File: src/rtl/uart_pkg.sv
// Shared definitions for the UART transmit/receive path: parity modes,
// transmitter FSM encoding and frame-length arithmetic.
package uart_pkg;

    localparam int PARITY_NONE = 0;
    localparam int PARITY_EVEN = 1;
    localparam int PARITY_ODD  = 2;

    typedef enum logic [2:0] {
        ST_IDLE,
        ST_START,
        ST_DATA,
        ST_PARITY,
        ST_STOP
    } tx_state_e;

    function automatic int frame_len(input int data_bits, input int parity_mode,
                                     input int stop_bits);
        return 1 + data_bits + ((parity_mode != PARITY_NONE) ? 1 : 0) + stop_bits;
    endfunction

endpackage

File: src/rtl/uart_fifo_sync.sv
// Synchronous FIFO with occupancy count, shared by the UART transmit and receive paths.
// Pushes are ignored when full and pops are ignored when empty.
module uart_fifo_sync #(
    parameter int DATA_W = 8,
    parameter int DEPTH  = 4
) (
    input  logic                    clk_i,
    input  logic                    rst_ni,
    input  logic                    push_i,
    input  logic                    pop_i,
    input  logic [DATA_W-1:0]       data_i,
    output logic [DATA_W-1:0]       data_o,
    output logic                    full_o,
    output logic                    empty_o,
    output logic [$clog2(DEPTH):0]  count_o
);

    localparam int PTR_W = $clog2(DEPTH);
    localparam int CNT_W = PTR_W + 1;

    logic [DATA_W-1:0] mem [DEPTH];
    logic [PTR_W-1:0]  wr_ptr;
    logic [PTR_W-1:0]  rd_ptr;
    logic              do_push;
    logic              do_pop;

    assign full_o  = (count_o == CNT_W'(DEPTH));
    assign empty_o = (count_o == '0);
    assign do_push = push_i && !full_o;
    assign do_pop  = pop_i && !empty_o;
    assign data_o  = mem[rd_ptr];

    always_ff @(posedge clk_i) begin
        if (do_push && rst_ni) begin
            mem[wr_ptr] <= data_i;
        end
    end

    // DEPTH is a power of two, so pointers wrap naturally.
    always_ff @(posedge clk_i) begin
        if (!rst_ni) begin
            wr_ptr  <= '0;
            rd_ptr  <= '0;
            count_o <= '0;
        end else begin
            if (do_push) begin
                wr_ptr <= wr_ptr + PTR_W'(1);
            end
            if (do_pop) begin
                rd_ptr <= rd_ptr + PTR_W'(1);
            end
            case ({do_push, do_pop})
                2'b10:   count_o <= count_o + CNT_W'(1);
                2'b01:   count_o <= count_o - CNT_W'(1);
                default: count_o <= count_o;
            endcase
        end
    end

endmodule

File: src/rtl/uart_tx_frame.sv
// Configurable-format UART transmitter: FIFO-buffered valid/ready input,
// LSB-first serialisation with optional parity and 1 or 2 stop bits.
module uart_tx_frame
    import uart_pkg::*;
#(
    parameter int DATA_BITS   = 8,
    parameter int PARITY_MODE = 0,
    parameter int STOP_BITS   = 1,
    parameter int OVERSAMPLE  = 16,
    parameter int FIFO_DEPTH  = 4
) (
    input  logic                         clk_i,
    input  logic                         rst_ni,
    input  logic                         tick_i,
    input  logic                         valid_i,
    input  logic [DATA_BITS-1:0]         data_i,
    output logic                         ready_o,
    output logic                         txd_o,
    output logic                         busy_o,
    output logic [$clog2(FIFO_DEPTH):0]  fifo_cnt_o
);

    localparam int FRAME_BITS = frame_len(DATA_BITS, PARITY_MODE, STOP_BITS);
    localparam int TICK_W     = $clog2(OVERSAMPLE);
    localparam int BIT_W      = $clog2(FRAME_BITS);

    localparam logic [TICK_W-1:0] TICK_LAST = TICK_W'(OVERSAMPLE - 1);
    localparam logic [BIT_W-1:0]  DATA_LAST = BIT_W'(DATA_BITS - 1);
    localparam logic [BIT_W-1:0]  STOP_LAST = BIT_W'(STOP_BITS - 1);
    localparam logic              HAS_PAR   = (PARITY_MODE != PARITY_NONE);
    localparam logic              ODD_PAR   = (PARITY_MODE == PARITY_ODD);

    if (DATA_BITS < 5 || DATA_BITS > 9) begin : g_bad_data_bits
        $error("uart_tx_frame: DATA_BITS must be 5..9");
    end
    if (PARITY_MODE < 0 || PARITY_MODE > 2) begin : g_bad_parity
        $error("uart_tx_frame: PARITY_MODE must be 0, 1 or 2");
    end
    if (STOP_BITS < 1 || STOP_BITS > 2) begin : g_bad_stop
        $error("uart_tx_frame: STOP_BITS must be 1 or 2");
    end
    if (OVERSAMPLE < 4 || OVERSAMPLE > 32) begin : g_bad_oversample
        $error("uart_tx_frame: OVERSAMPLE must be 4..32");
    end
    if (FIFO_DEPTH < 2 || (FIFO_DEPTH & (FIFO_DEPTH - 1)) != 0) begin : g_bad_depth
        $error("uart_tx_frame: FIFO_DEPTH must be a power of two >= 2");
    end

    tx_state_e              state;
    logic [DATA_BITS-1:0]   shift_q;
    logic [DATA_BITS-1:0]   head;
    logic                   parity_q;
    logic                   head_par;
    logic [TICK_W-1:0]      tick_cnt;
    logic [BIT_W-1:0]       bit_cnt;
    logic                   fifo_full;
    logic                   fifo_empty;
    logic                   bit_end;
    logic                   last_stop;
    logic                   pop;

    assign ready_o   = !fifo_full;
    assign busy_o    = (state != ST_IDLE);
    assign head_par  = (^head) ^ ODD_PAR;
    assign bit_end   = tick_i && (tick_cnt == TICK_LAST);
    assign last_stop = (state == ST_STOP) && bit_end && (bit_cnt == STOP_LAST);
    // Popping at the last stop-bit end chains frames with no idle gap.
    assign pop       = !fifo_empty && (((state == ST_IDLE) && tick_i) || last_stop);

    uart_fifo_sync #(
        .DATA_W (DATA_BITS),
        .DEPTH  (FIFO_DEPTH)
    ) u_fifo (
        .clk_i   (clk_i),
        .rst_ni  (rst_ni),
        .push_i  (valid_i),
        .pop_i   (pop),
        .data_i  (data_i),
        .data_o  (head),
        .full_o  (fifo_full),
        .empty_o (fifo_empty),
        .count_o (fifo_cnt_o)
    );

    always_ff @(posedge clk_i) begin
        if (!rst_ni) begin
            state    <= ST_IDLE;
            txd_o    <= 1'b1;
            shift_q  <= '0;
            parity_q <= 1'b0;
            tick_cnt <= '0;
            bit_cnt  <= '0;
        end else if (pop) begin
            state    <= ST_START;
            txd_o    <= 1'b0;
            shift_q  <= head;
            parity_q <= head_par;
            tick_cnt <= '0;
            bit_cnt  <= '0;
        end else if (state != ST_IDLE && tick_i) begin
            if (!bit_end) begin
                tick_cnt <= tick_cnt + TICK_W'(1);
            end else begin
                tick_cnt <= '0;
                case (state)
                    ST_START: begin
                        state <= ST_DATA;
                        txd_o <= shift_q[0];
                    end
                    ST_DATA: begin
                        if (bit_cnt == DATA_LAST) begin
                            bit_cnt <= '0;
                            if (HAS_PAR) begin
                                state <= ST_PARITY;
                                txd_o <= parity_q;
                            end else begin
                                state <= ST_STOP;
                                txd_o <= 1'b1;
                            end
                        end else begin
                            shift_q <= shift_q >> 1;
                            txd_o   <= shift_q[1];
                            bit_cnt <= bit_cnt + BIT_W'(1);
                        end
                    end
                    ST_PARITY: begin
                        state   <= ST_STOP;
                        txd_o   <= 1'b1;
                        bit_cnt <= '0;
                    end
                    ST_STOP: begin
                        if (bit_cnt == STOP_LAST) begin
                            state <= ST_IDLE;
                            txd_o <= 1'b1;
                        end else begin
                            bit_cnt <= bit_cnt + BIT_W'(1);
                        end
                    end
                    default: begin
                        state <= ST_IDLE;
                        txd_o <= 1'b1;
                    end
                endcase
            end
        end
    end

endmodule

File: config.mk
export PLATFORM = sky130hd
export DESIGN_NAME = uart_tx_frame
export DESIGN_NICKNAME = d
export VERILOG_FILES = /design/src/rtl/uart_pkg.sv /design/src/rtl/uart_fifo_sync.sv /design/src/rtl/uart_tx_frame.sv
export SDC_FILE = /design/constraint.sdc
export NUM_CORES = 1
export LEC_CHECK = 0
export CELL_PAD_IN_SITES_DETAIL_PLACEMENT = 1
export CELL_PAD_IN_SITES_GLOBAL_PLACEMENT = 2
export CORE_MARGIN = 2
export CORE_UTILIZATION = 30
export DETAILED_ROUTE_END_ITERATION = 10
export PLACE_DENSITY = 0.71
export SYNTH_ARGS = -nofsm -noshare
export SYNTH_HDL_FRONTEND = slang
export SYNTH_SLANG_ARGS = --single-unit
export TNS_END_PERCENT = 100
File: constraint.sdc
create_clock -name clk_i -period 2.66 [get_ports clk_i]
set_clock_uncertainty 0.1 [all_clocks]
set_input_delay 0.532 -clock clk_i [delete_from_list [all_inputs] [get_ports clk_i]]
set_output_delay 0.532 -clock clk_i [all_outputs]
set_load 0.1 [all_outputs]
==> reports/metrics.csv, run 1 <==
metric;value;unit
status;complete, no violations;
wl_per_cell;16.65;µm
worstSetupPathType;reg2reg;
cts-root-buf;clkbuf_8;
htreeDepth;3;
dr.pass1.iters;4;
io_pins;18;
die_x;99.75;µm
period_share;0.9754;
ys_seq_elements;61;
ys_seq_area_frac;0.5605;
grt_remaining_overflow;0;
critPathMaxFanout;3;
synth-edff-count;32;
crit_slowest_cell;fa_2;
placed_area;0.003105;mm²
grt_pass1_wl;10.05;mm
wirelength;6.077;mm
critPathLaunchType;flip-flop;
seqPwrFrac;0.426;
drc_errors;0;
clkLatencyLatePin;0.35;ns
tritoncts;done;
yosysWarningCount;0;
antenna_found_initial;0;
via_per_inst;5.071;
ctsLongestPathBuffers;2;
layout-drive-gt1-share;0.2918;
critical-path-max-stage-delay;0.37;ns
vias;1851;
fillCellCount;940;
p_leak;1.182;nW
top_usage_layer;met2;
std_cell_rows;34;
synth.net_count;241;
hp-class;reg2reg;
diodes;0;
clock_power_share;0.273;
antenna_left;0;
power;2.894;mW
cp-end-kind;flip-flop;
die_h;99.75;µm
multi_input_area;0.001174;mm²
numCtsBuffers;9;
p_sw_frac;0.3745;
worst_slew_pin_slew;0.5853;ns
peakVddDrop;0.3259;mV
syn_area_per_cell;12.50;µm²
syn_inst;220;
p_int;1.810;mW
grt_pass1_vias;1961;
grt_max_degree;16;
fmax;385.4;MHz
p_per_area;857.4;mW/mm²
areaGrowthSynthToFinish;22.75;%
synth_top_flop_cell;edfxtp_1;
power_frac_comb;0.301;
slew_headroom;0.6093;
cap_violations;0;
cpLargestDelayFamily;simple AND/OR/NAND/NOR gates;
cpMostUsedCell;inv_2;
use_met3;0.04076;
finalHoldViolCount;0;
power.net_switching;1.084;mW
path_cells;inv_2, ha_4, and4bb_2, a22oi_2, or2_1, inv_2, ha_4, inv_2, fa_2, xor2_2, or3_4, a21oi_2;
grt_util_met1;0.1594;
core;0.008806;mm²
crit_buf_inv;3;
routabilityCongestion;0.6985;
grtUsageTotal;0.1312;
port_buffers;17;
clock_sinks;61;
required;2.82;ns
rsz0062_at_grt;true;
die_area;0.009949;mm²
clk_pin_slew;0.08;ns
syn_area;0.002750;mm²
seqCellArea;0.001555;mm²
fin_nets;273;
initial_core_util;0.3123;
grt_use_met2;0.2230;
cts_hold_buf;0;
arrival;2.76;ns
setup_viol;0;
synthArstFlopShare;0;
drt-initial-drc-count;24;
yosysUniqueCellTypes;49;
fin_area;0.003376;mm²
hpwlAfterDp;4.094;mm
finalCriticalPeriod;2.595;ns
slew_viol_final;0;
[state kept, by name (all words and copies together), names as in the netlist, 2 cells and up, named ones only]
register        count
u_fifo.mem         32
shift_q             8
bit_cnt             4
tick_cnt            4
state               3
u_fifo.count_o      3
u_fifo.rd_ptr       2
u_fifo.wr_ptr       2
[worst reg2reg max path: stages, from the launching register on]
cell and delay, ns:
dfxtp_4 0.36, inv_2 0.06, ha_4 0.12, and4bb_2 0.26
a22oi_2 0.07, or2_1 0.25, inv_2 0.08, ha_4 0.13
inv_2 0.04, fa_2 0.37, xor2_2 0.19, or3_4 0.37
a21oi_2 0.13
[final cells by class]
cell class | instances | share of cell area
Multi-Input combinational cell | 135 | 0.3477
Tap cell | 108 | 0.04003
Inverter | 12 | 0.01408
Clock buffer | 9 | 0.03669
Clock inverter | 7 | 0.01853
Sequential cell | 61 | 0.4607
Timing Repair Buffer | 33 | 0.08228
[cell usage in the layout (no fill, tap or decap), drive strengths merged, types with 2 or more instances in the layout]
| cell | synthesis | final |
|---|---|---|
| or4 | 2 | 2 |
| nor4b | 2 | 2 |
| nand2b | 2 | 2 |
| nor3b | 4 | 4 |
| nor2 | 10 | 10 |
| nor2b | 2 | 2 |
| nand3 | 4 | 4 |
| nand4b | 2 | 2 |
| mux2i | 7 | 7 |
| inv | 11 | 15 |
| ha | 8 | 8 |
| xor2 | 3 | 3 |
| clkinv | 1 | 3 |
| mux4 | 8 | 8 |
| clkdlybuf4s50 | 0 | 10 |
| or3b | 2 | 2 |
| a31oi | 2 | 2 |
| o21ai | 9 | 9 |
| a21oi | 21 | 21 |
| o211a | 2 | 2 |
| and3b | 2 | 2 |
| dfxtp | 29 | 29 |
| edfxtp | 32 | 32 |
| nand4 | 2 | 2 |
| nand2 | 6 | 6 |
| o31ai | 11 | 11 |
| or3 | 3 | 3 |
| or4b | 2 | 2 |
| clkbuf | 4 | 9 |
| buf | 8 | 22 |
| and3 | 4 | 4 |
[path summary, 6_finish.rpt]
| path | slack [ns] | cells past startpoint | start | end |
|---|---|---|---|---|
| worst min register to register | 0.39 | 2 | tick_cnt[1] | tick_cnt[1] |
| worst max register to register | 0.07 | 12 | bit_cnt[0] | u_fifo.count_o[2] |
| worst min-delay path | 0.39 | 2 | tick_cnt[1] | tick_cnt[1] |
| worst max-delay path | 0.07 | 12 | bit_cnt[0] | u_fifo.count_o[2] |
[through the flow]
step	TNS, ns	instances	setup WS, ns	util	hold slack, ns
3_5_place_dp	-0.4115	345	-0.2871	0.3527	0.3832
3_3_place_gp	-0.3557	345	-0.2531	0.3527	0.3722
2_1_floorplan	-0.04374	220	-0.04374	-	0.3529
5_1_grt	-0.04674	365	-0.04674	0.3833	0.4298
6_report	0	365	0.06540	0.3833	0.3947
4_1_cts	0	361	0.07043	0.3738	0.3948
[routing by layer]
layer / wire length (µm) / share of wire / vias up
li1: - / - / 899
met1: 2726 / 0.45 / 925
met2: 3114 / 0.51 / 20
met3: 162 / 0.027 / 7
met4: 73 / 0.012 / 0
met5: 0 / 0 / -
[power groups by stage]
stage / logic (mW) / clock network [mW] / registers [mW]
global route: 0.944 / 0.865 / 1.26
detailed placement: 0.853 / 0 / 1.26
floorplan: 0.512 / 0 / 1.34
global placement: 0.829 / 0 / 1.25
CTS: 0.855 / 0.817 / 1.24
finish: 0.872 / 0.789 / 1.23
[synthesized netlist by cell type (5+ instances only)]
master / number / area share
o21ai_0: 8 / 0.015
buf_2: 5 / 0.0091
o31ai_1: 11 / 0.030
a21oi_1: 21 / 0.038
inv_1: 11 / 0.015
dfxtp_1: 29 / 0.21
ha_1: 8 / 0.036
mux2i_1: 7 / 0.025
nand2_1: 6 / 0.0082
edfxtp_1: 32 / 0.35
nor2_1: 10 / 0.014
mux4_2: 8 / 0.066
[cells by family (layout without fill, tap and decap cells)]
| group | after synthesis | in the layout | synth area share |
|---|---|---|---|
| flip-flops | 61 | 61 | 0.5605 |
| AND/OR/NAND/NOR | 55 | 55 | 0.1315 |
| AO/OA/AOI/OAI | 52 | 52 | 0.1228 |
| buffers and inverters | 24 | 61 | 0.03776 |
| multiplexers | 15 | 15 | 0.09099 |
| adder cells (fa/ha/maj) | 9 | 9 | 0.04368 |
| XOR/XNOR | 4 | 4 | 0.01274 |
[what timing repair did]
item / in CTS / in global routing
setup endpoints to repair: 0 / 1
gates resized for setup: 0 / 18
setup buffers: 0 / 4
hold endpoints to repair: 0 / 0
Power figures use the tool's default switching activity.
==> inputs of run 2 (changes only) <==
--- a/config.mk
+++ b/config.mk
@@ -11,6 +11,7 @@
 export CORE_UTILIZATION = 30
 export DETAILED_ROUTE_END_ITERATION = 10
 export PLACE_DENSITY = 0.71
+export SLEW_MARGIN = 10
 export SYNTH_ARGS = -nofsm -noshare
 export SYNTH_HDL_FRONTEND = slang
 export SYNTH_SLANG_ARGS = --single-unit
==> results of run 2 <==
The final DEF is identical to that of run 1; final timing and power are the same.
==> inputs of run 3 (changes only) <==
--- a/config.mk
+++ b/config.mk
@@ -10,9 +10,10 @@
 export CORE_MARGIN = 2
 export CORE_UTILIZATION = 30
 export DETAILED_ROUTE_END_ITERATION = 10
-export PLACE_DENSITY = 0.71
+export PLACE_DENSITY = 0.72
 export SLEW_MARGIN = 10
 export SYNTH_ARGS = -nofsm -noshare
 export SYNTH_HDL_FRONTEND = slang
+export SYNTH_HIERARCHICAL = 1
 export SYNTH_SLANG_ARGS = --single-unit
 export TNS_END_PERCENT = 100
==> reports/metrics.csv, run 3 <==
metric;value;unit
synth_top_flop_cell;edfxtp_1;
die_x;99.07;µm
critPathLaunchType;flip-flop;
diodes;0;
top_regs;u_fifo/mem: 32 flops, shift_q: 8 flops;
wl_met3;161;µm
finalHoldViolCount;0;
synth_top_area_share;0.3544;
hpwlAfterDp;3.760;mm
grt_remaining_overflow;0;
preCtsSetupSlack;-0.7867;ns
rsz0062_at_grt;true;
die_h;99.07;µm
arrival;3.00;ns
hold_slack;0.4019;ns
regMostFlops;u_fifo/mem;
p_sw_frac;0.3242;
critPathMaxFanout;2;
wl_met1;2.534;mm
fin_nets;300;
wirelength;5.486;mm
port_buffers;17;
p_int;1.771;mW
grt_pass1_vias;1971;
period_share;1.066;
clock_power_share;0.309;
io_pins;18;
wl_per_cell;13.99;µm
clk_pin_slew;0.07;ns
path_cells;inv_2, ha_1, nor3b_2, buf_4, a31oi_4, or4_4, inv_4, nor2b_4, ha_4, inv_2, fa_2, xor2_1, or3_1, a21boi_1;
antenna_left;0;
ctsLongestPathBuffers;2;
ys_seq_area_frac;0.5685;
syn_area;0.002711;mm²
required;2.82;ns
power.net_switching;849.9;µW
cts-root-buf;clkbuf_8;
cpLargestDelayFamily;simple AND/OR/NAND/NOR gates;
yosys.cell_count.top_type;edfxtp_1;
via_per_inst;4.707;
grt_pass1_wl;9.349;mm
worst_slew_pin_slew;0.5720;ns
crit_slowest_cell;or4_4;
largest_reg_flops;32;
routabilityCongestion;0.7894;
antenna_found_initial;0;
peakVddDrop;0.3372;mV
initial_core_util;0.3094;
rrSetupSlack;-0.18;ns
power_frac_comb;0.248;
yosys-top-cells-count;32 x edfxtp_1, 29 x dfxtp_1, 16 x nand2_1, 14 x a21oi_1, 13 x inv_1;
routed-wl-met2;2.698;mm
crit_buf_inv;4;
yosysTopAreaCell;edfxtp_1;
seqPwrFrac;0.443;
final_util;0.4011;
synth.net_count;242;
clkLatencyLatePin;0.33;ns
final.setup.worst_slack;-0.1752;ns
slew_headroom;0.6181;
p_leak;1.262;nW
yosysWarningCount;6;
cts_hold_buf;0;
htreeDepth;3;
finalCriticalPeriod;2.835;ns
fmax;352.7;MHz
drt-initial-drc-count;70;
critical-path-max-stage-delay;0.45;ns
tritoncts;done;
areaGrowthSynthToFinish;29.63;%
grt_max_degree;21;
cpMostUsedCell;inv_2;
slew_viol_final;0;
layout-drive-gt1-share;0.3451;
core;0.008763;mm²
synthArstFlopShare;0;
dr.pass1.iters;5;
worstSetupPathType;reg2reg;
cap_violations;0;
violations;setup timing;
p_per_area;745.9;mW/mm²
yosysUniqueCellTypes;48;
hp-class;reg2reg;
vias;1845;
ys_seq_elements;61;
layout_commonest_cell;buf_4;
die_area;0.009814;mm²
layout_common_cells;48 x buf_4, 32 x edfxtp_1, 24 x dfxtp_1;
setup_viol;2;
grtUsageTotal;0.1216;
synth-edff-count;32;
drc_errors;0;
ys_top_cells_by_area;edfxtp_1 35%, dfxtp_1 21%, mux4_2 6.6%, ha_1 3.7%, mux2i_1 3.3%;
syn_inst;221;
clock_sinks;61;
syn_area_per_cell;12.27;µm²
std_cell_rows;34;
status;finished, violations left;
top_layer;met4;
numCtsBuffers;9;
cp-end-kind;flip-flop;
run 3: cell count changes after synthesis, sizes merged, moves of 4 or more:
cell / previous run / this run
nand2: 6 / 17
o31ai: 11 / 0
a21oi: 21 / 14
a21boi: 0 / 5
nand3: 4 / 8
o21ai: 9 / 13
run 3: tightest hold or removal path, stage by stage, from the launching register on:
cell and delay (ns):
dfxtp_1 0.31, nand3b_1 0.10, a21boi_2 0.05
run 3: cell type report:
class,count,area (µm²)
Inverter,13,51.30
Clock inverter,7,75.07
Sequential cell,61,1555
Clock buffer,9,123.9
Tap cell,108,135.1
Timing Repair Buffer,59,469.2
Fill cell,962,5249
Multi-Input combinational cell,135,1105
run 3: path summary, 6_finish.rpt:
check / start / endpoint / depth (start not counted)
worst max-delay path: bit_cnt[0] / u_fifo/count_o[2] / 14
worst min-delay path: shift_q[7] / shift_q[7] / 2
worst min register to register: shift_q[7] / shift_q[7] / 2
worst max register to register: bit_cnt[0] / u_fifo/count_o[2] / 14
run 3: stage by stage:
stage	cell area [µm²]	instances	TNS (ns)	power [mW]
2_1_floorplan	2749	221	-0.3566	1.657
3_3_place_gp	3136	357	-1.470	1.812
3_5_place_dp	3136	357	-1.737	1.828
4_1_cts	3510	394	-0.6933	2.661
5_1_grt	3515	392	-0.4369	2.767
6_report	3515	392	-0.1772	2.621
run 3: timing repair:
| item | in CTS | in global routing |
|---|---|---|
| setup buffers | 21 | 2 |
| resized for setup | 8 | 5 |
| pin swaps | 5 | 3 |
| endpoints found under the setup margin | 2 | 3 |
run 3: cell families (layout without fill, tap and decap cells):
logic type	count (synthesis)	after routing	synth area share
AO/OA/AOI/OAI	43	43	0.09876
XOR/XNOR	4	4	0.01292
adder cells (fa/ha/maj)	9	9	0.04430
buffers and inverters	25	88	0.04615
flip-flops	61	61	0.5685
multiplexers	17	17	0.09968
AND/OR/NAND/NOR	62	62	0.1297
run 3: layer usage:
layer | vias up | GRT usage
met3 | 6 | 0.03191
li1 | 931 | -
met5 | - | 0
met1 | 882 | 0.1488
met2 | 26 | 0.2043
met4 | 0 | 0.04847
run 3: power groups by stage:
| stage | logic (mW) | clock network [mW] | registers [mW] |
|---|---|---|---|
| 6_report | 0.651 | 0.810 | 1.16 |
| 5_1_grt | 0.714 | 0.879 | 1.17 |
| 3_3_place_gp | 0.632 | 0 | 1.18 |
| 4_1_cts | 0.655 | 0.842 | 1.16 |
| 2_1_floorplan | 0.377 | 0 | 1.28 |
| 3_5_place_dp | 0.644 | 0 | 1.18 |
